[src/rtl/multicycle_controller.sv]
// Multicycle RISC-V control unit: Moore FSM sequencing fetch/decode/execute/memory/writeback.
// Optional jalr support is compiled in when MC_CTRL_JALR_EN is defined.
module multicycle_controller #(
  parameter int ALUCTRL_W    = 3,
  parameter bit ILLEGAL_HALT = 1'b1
) (
  input  logic                 clk,
  input  logic                 reset,
  input  logic [6:0]           op,
  input  logic [2:0]           funct3,
  input  logic                 funct7b5,
  input  logic                 zero,
  input  logic                 mem_ready,
  output logic                 pc_write,
  output logic                 adr_src,
  output logic                 mem_write,
  output logic                 ir_write,
  output logic [1:0]           result_src,
  output logic [1:0]           alu_src_a,
  output logic [1:0]           alu_src_b,
  output logic [1:0]           imm_src,
  output logic                 reg_write,
  output logic [ALUCTRL_W-1:0] alu_control,
  output logic                 retire,
  output logic                 illegal,
  output logic [3:0]           state
);

  typedef enum logic [3:0] {
    S_FETCH = 4'd0, S_DECODE = 4'd1, S_MEMADR = 4'd2, S_MEMREAD = 4'd3,
    S_MEMWB = 4'd4, S_MEMWRITE = 4'd5, S_EXECR = 4'd6, S_EXECI = 4'd7,
    S_ALUWB = 4'd8, S_BRANCH = 4'd9, S_JAL = 4'd10, S_JALR1 = 4'd11,
    S_JALR2 = 4'd12, S_HALT = 4'd13
  } state_t;

  state_t     state_q, state_n, cur;
  logic       illegal_q;
  logic       op_legal;
  logic [1:0] aluop;
  logic [2:0] alu_op3;

  // While reset is held the outputs already present the FETCH view.
  assign cur     = reset ? S_FETCH : state_q;
  assign state   = cur;
  assign illegal = illegal_q & ~reset;

  always_comb begin
    op_legal = 1'b0;
    case (op)
      7'b0000011, 7'b0100011, 7'b0110011, 7'b0010011,
      7'b1100011, 7'b1101111, 7'b0000000: op_legal = 1'b1;
`ifdef MC_CTRL_JALR_EN
      7'b1100111: op_legal = 1'b1;
`endif
      default: op_legal = 1'b0;
    endcase
  end

  always_ff @(posedge clk) begin
    if (reset) begin
      state_q   <= S_FETCH;
      illegal_q <= 1'b0;
    end else begin
      state_q   <= state_n;
      illegal_q <= illegal_q | ((state_q == S_DECODE) && !op_legal);
    end
  end

  always_comb begin
    state_n    = cur;
    pc_write   = 1'b0;
    adr_src    = 1'b0;
    mem_write  = 1'b0;
    ir_write   = 1'b0;
    result_src = 2'b00;
    alu_src_a  = 2'b00;
    alu_src_b  = 2'b00;
    reg_write  = 1'b0;
    retire     = 1'b0;
    aluop      = 2'b00;
    case (cur)
      S_FETCH: begin
        alu_src_b  = 2'b10;
        result_src = 2'b10;
        ir_write   = mem_ready;
        pc_write   = mem_ready;
        if (mem_ready) state_n = S_DECODE;
      end
      S_DECODE: begin
        alu_src_a = 2'b01;
        alu_src_b = 2'b01;
        case (op)
          7'b0000011, 7'b0100011: state_n = S_MEMADR;
          7'b0110011: state_n = S_EXECR;
          7'b0010011: state_n = S_EXECI;
          7'b1100011: state_n = S_BRANCH;
          7'b1101111: state_n = S_JAL;
          7'b0000000: begin
            state_n = S_FETCH;
            retire  = 1'b1;
          end
`ifdef MC_CTRL_JALR_EN
          7'b1100111: state_n = S_JALR1;
`endif
          default: begin
            if (ILLEGAL_HALT) begin
              state_n = S_HALT;
            end else begin
              state_n = S_FETCH;
              retire  = 1'b1;
            end
          end
        endcase
      end
      S_MEMADR: begin
        alu_src_a = 2'b10;
        alu_src_b = 2'b01;
        state_n   = op[5] ? S_MEMWRITE : S_MEMREAD;
      end
      S_MEMREAD: begin
        adr_src = 1'b1;
        if (mem_ready) state_n = S_MEMWB;
      end
      S_MEMWB: begin
        result_src = 2'b01;
        reg_write  = 1'b1;
        retire     = 1'b1;
        state_n    = S_FETCH;
      end
      S_MEMWRITE: begin
        adr_src   = 1'b1;
        mem_write = 1'b1;
        if (mem_ready) begin
          retire  = 1'b1;
          state_n = S_FETCH;
        end
      end
      S_EXECR: begin
        alu_src_a = 2'b10;
        aluop     = 2'b10;
        state_n   = S_ALUWB;
      end
      S_EXECI: begin
        alu_src_a = 2'b10;
        alu_src_b = 2'b01;
        aluop     = 2'b10;
        state_n   = S_ALUWB;
      end
      S_ALUWB: begin
        reg_write = 1'b1;
        retire    = 1'b1;
        state_n   = S_FETCH;
      end
      S_BRANCH: begin
        alu_src_a = 2'b10;
        aluop     = 2'b01;
        pc_write  = (funct3 == 3'b000) ? zero : ((funct3 == 3'b001) ? ~zero : 1'b0);
        retire    = 1'b1;
        state_n   = S_FETCH;
      end
      S_JAL: begin
        alu_src_a = 2'b01;
        alu_src_b = 2'b10;
        pc_write  = 1'b1;
        state_n   = S_ALUWB;
      end
      S_JALR1: begin
        alu_src_a = 2'b10;
        alu_src_b = 2'b01;
        state_n   = S_JALR2;
      end
      S_JALR2: begin
        alu_src_a = 2'b01;
        alu_src_b = 2'b10;
        pc_write  = 1'b1;
        state_n   = S_ALUWB;
      end
      S_HALT: state_n = S_HALT;
      default: state_n = S_FETCH;
    endcase
  end

  always_comb begin
    case (op)
      7'b0100011: imm_src = 2'b01;
      7'b1100011: imm_src = 2'b10;
      7'b1101111: imm_src = 2'b11;
      default:    imm_src = 2'b00;
    endcase
  end

  always_comb begin
    alu_op3 = 3'b000;
    case (aluop)
      2'b01: alu_op3 = 3'b001;
      2'b10: begin
        case (funct3)
          3'b000:  alu_op3 = (op[5] & funct7b5) ? 3'b001 : 3'b000;
          3'b010:  alu_op3 = 3'b101;
          3'b110:  alu_op3 = 3'b011;
          3'b111:  alu_op3 = 3'b010;
          default: alu_op3 = 3'b000;
        endcase
      end
      default: alu_op3 = 3'b000;
    endcase
    alu_control      = '0;
    alu_control[2:0] = alu_op3;
  end

endmodule
[config.mk]
export PLATFORM = sky130hd
export DESIGN_NAME = multicycle_controller
export DESIGN_NICKNAME = d
export VERILOG_FILES = /design/src/rtl/multicycle_controller.sv
export SDC_FILE = /design/constraint.sdc
export NUM_CORES = 1
export LEC_CHECK = 0
export BUFFER_PORTS_ARGS = -buffer_cell sky130_fd_sc_hd__buf_2
export CAP_MARGIN = 20
export CORE_UTILIZATION = 49
export DETAILED_ROUTE_END_ITERATION = 7
export PLACE_DENSITY_LB_ADDON = 0.1
export SLEW_MARGIN = 10
export SYNTH_ARGS = -nofsm -noshare
export SYNTH_HDL_FRONTEND = slang
export SYNTH_SLANG_ARGS = --single-unit
[constraint.sdc]
create_clock -name clk -period 3.9 [get_ports clk]
set_input_delay 0.39 -clock clk [delete_from_list [all_inputs] [get_ports clk]]
set_output_delay 0.39 -clock clk [all_outputs]
set_load 0.02 [all_outputs]
==> impl_metrics.ini <==
[clock_network]
h-tree-depth = 1
post_cts_buffers = 0
cts_tree = built
root_buffer = clkbuf_4
ctsLongestPathBuffers = 2
cts.sinks = 5
clkTransAtPathRegs_ns = 0.04
insertion_delay_ns = 0.25
cts_resized = 0
cts_made_buffers = 3
hold_buffers = 0

[finish]
diodes = 0
fin_cells = 161
nNetsFinal = 163
drive_gt1_share_pct = 33.10
utilization_pct = 66.03
syn2layout_area_growth_pct = 24.41

[placement]
post-place-ws_ns = 1.655
dp_cells = 157
numPortBuffers = 36
dp_hpwl_mm = 1.519
gp_congestion = 0.8568

[power]
ir_drop_uv = 258.0
intPower_w = 0.0002319
swShare_pct = 48.84
p_comb_share_pct = 61.5
pwr-share-seq_pct = 24.9
leakage_nw = 0.4763
power_density_nw_per_um2 = 455.8
p_switching_w = 0.0002214
clkPwrFrac_pct = 13.6

[global_route]
grtUsageMet3_pct = 3.879
grtUsageTotal_pct = 24.76
overflow = 0
grt_pass1_vias = 814
met1_usage_pct = 33.16
grt_antenna_before_repair = 0
grt_max_degree = 19
grt_pass1_wl_mm = 3.525
use_met2_pct = 41.54
grt-busiest-layer = met2

[critical_path]
cp_slowest_cell = dfxtp_1
critical_path.endpoint_type = primary output
path_cells = nor3b_4 > nand2_1 > ha_1 > nand3b_1 > nor3_1 > buf_2
r2r_cells = 4
worstReg2RegStart = state_q[0]$_SDFF_PP0_
slowest_delay_ns = 0.59
ff2ff_setup_slack_ns = 2.08
arrival_ns = 2.12
crit_fanout = 16
crit_end = alu_control[2]
path_class = reg -> out
reg2reg_to = state_q[3]$_SDFF_PP0_
required_ns = 3.51
critPathLaunch = state_q[0]$_SDFF_PP0_
worstSetupStartpointType = flip-flop

[logic_synthesis]
synth_top_cell_area_share_pct = 12.52
synth-edff-count = 0
ys_seq_area_share_pct = 12.52
synth_top_cell_by_area = dfxtp_1
ys.flop_type = dfxtp_1
synth_cell_types = 46
ys_top_cells_by_area = dfxtp_1 13%, nor2b_1 7.8%, nand3_1 4.4%
syn_area_sq_um = 799.5
synth_async_sr_flop_share_pct = 0
syn_area_per_cell_sq_um = 7.203
synthTopCellsByCount = 10 x nor2b_1, 8 x nor2_1, 7 x nand3_1
ys_ff_latch = 5
synthesis.nets = 128
synth.most_common_cell = nor2b_1
netlist_instances = 111
yosys_warnings = 0

[timing]
worst_slack_ns = 1.388
rsz0062_at_grt = false
finClkSkew_ns = 0.003668
worst_pin_slew_ns = 0.6643
max-slew-margin-rel_pct = 55.65
hold_ws_ns = 0.5173
fin_crit_sh_pct = 64.41
timing.final.setup_violations = 0
drv_slew = 0
tns_ns = 0
hold_viol_final = 0
fmax_mhz = 398.1
timing.final.crit_period_ns = 2.512

[floorplan]
coreArea_sq_um = 1506
die_h_microns = 42.40
dieArea_sq_um = 1797
start_util_pct = 53.07
io_pins = 37
die_x_microns = 42.40
num_rows = 14

[detailed_routing]
avgViaCountPerCell = 5.615
routed_wl_mm = 1.982
vias = 904
ant_nets = 0
drtIter0Drc = 21
drtPass1Iterations = 4
post-route-drc-count = 0
wl_per_cell_microns = 12.31

[run_status]
outcome = completed

[run]
maxCapViolCount = 0

[hold_path]
hold_class = in -> reg
placed cells by master, fill, tap and decap left out, types with 2 or more instances in the layout:
cell type | Yosys | final
nand3_1 | 7 | 7
nand3b_1 | 2 | 2
and3_1 | 4 | 4
or3_1 | 3 | 3
buf_2 | 1 | 36
nor3_1 | 6 | 6
o31ai_1 | 2 | 2
nand2_1 | 6 | 6
a21oi_1 | 4 | 4
nor2_1 | 8 | 8
inv_1 | 4 | 4
o211ai_2 | 2 | 2
a211o_1 | 2 | 2
ha_1 | 2 | 2
a21o_1 | 3 | 3
xnor2_1 | 3 | 3
o21ai_1 | 2 | 2
dfxtp_1 | 5 | 5
xor2_1 | 2 | 2
clkbuf_4 | 0 | 3
nor2b_1 | 10 | 10
nor3b_1 | 2 | 2
a22oi_1 | 2 | 2
nand2b_1 | 2 | 2
nand4b_1 | 2 | 2
critical path, delay by kind of cell (launching register included):
kind                     cells  cell delay, ns
adder cells (fa/ha/maj)      1            0.29
buffers and inverters        1            0.18
flip-flops                   1            0.59
AND/OR/NAND/NOR              4            0.80
how the worst min path moves through the flow:
stage / startpoint / endpoint / slack (ns) / depth (start not counted)
floorplan: op[0] / state_q[1]$_SDFF_PP0_ / 0.57 / 2
global placement: illegal_q$_SDFF_PP0_ / illegal_q$_SDFF_PP0_ / 0.61 / 2
detailed placement: illegal_q$_SDFF_PP0_ / illegal_q$_SDFF_PP0_ / 0.60 / 2
CTS: op[0] / state_q[1]$_SDFF_PP0_ / 0.51 / 3
global route: op[0] / state_q[1]$_SDFF_PP0_ / 0.53 / 3
finish: op[0] / state_q[1]$_SDFF_PP0_ / 0.52 / 3
final cells by class:
class                   count  area (sq um)
well taps                  16         20.02
flip-flops and latches      5         100.1
clock buffers               4         26.28
inverters                   4         15.01
fillers                   131         511.7
multi-input cells          96         653.1
repair buffers             36         180.2
power groups by stage:
stage,logic (W),registers [W],clock network [W]
5_1_grt,0.000309,0.000121,0.0000670
3_5_place_dp,0.000279,0.000113,0
2_1_floorplan,0.000236,0.0000823,0
4_1_cts,0.000279,0.000112,0.0000647
3_3_place_gp,0.000276,0.000112,0
6_report,0.000279,0.000113,0.0000616
sequential cells by signal (all words and copies together), names as in the netlist:
name / cells
state_q: 4
illegal_q: 1
stage by stage:
stage	instance area [sq um]	total power, W
2_1_floorplan	799.5	0.0003182
3_3_place_gp	968.4	0.0003874
3_5_place_dp	968.4	0.0003912
4_1_cts	994.7	0.0004560
5_1_grt	994.7	0.0004969
6_report	994.7	0.0004533
logic make-up (layout without fill, tap and decap cells):
family	count (synthesis)	after routing	synth area share, %
mux	2	2	2.660
simple gates	63	63	48.20
buf+inv	10	44	5.788
fa+ha+maj	2	2	3.129
compound gates	24	24	22.22
flops	5	5	12.52
xor+xnor	5	5	5.478
metal layers:
layer  up-vias  routed length, microns  part of all wire, %
met3         2                      58                  2.9
met1       404                     958                   48
li1        476                       -                    -
met5         -                       0                    0
met2        22                     941                   47
met4         0                      23                  1.2
(Power assumes the default switching activity.)
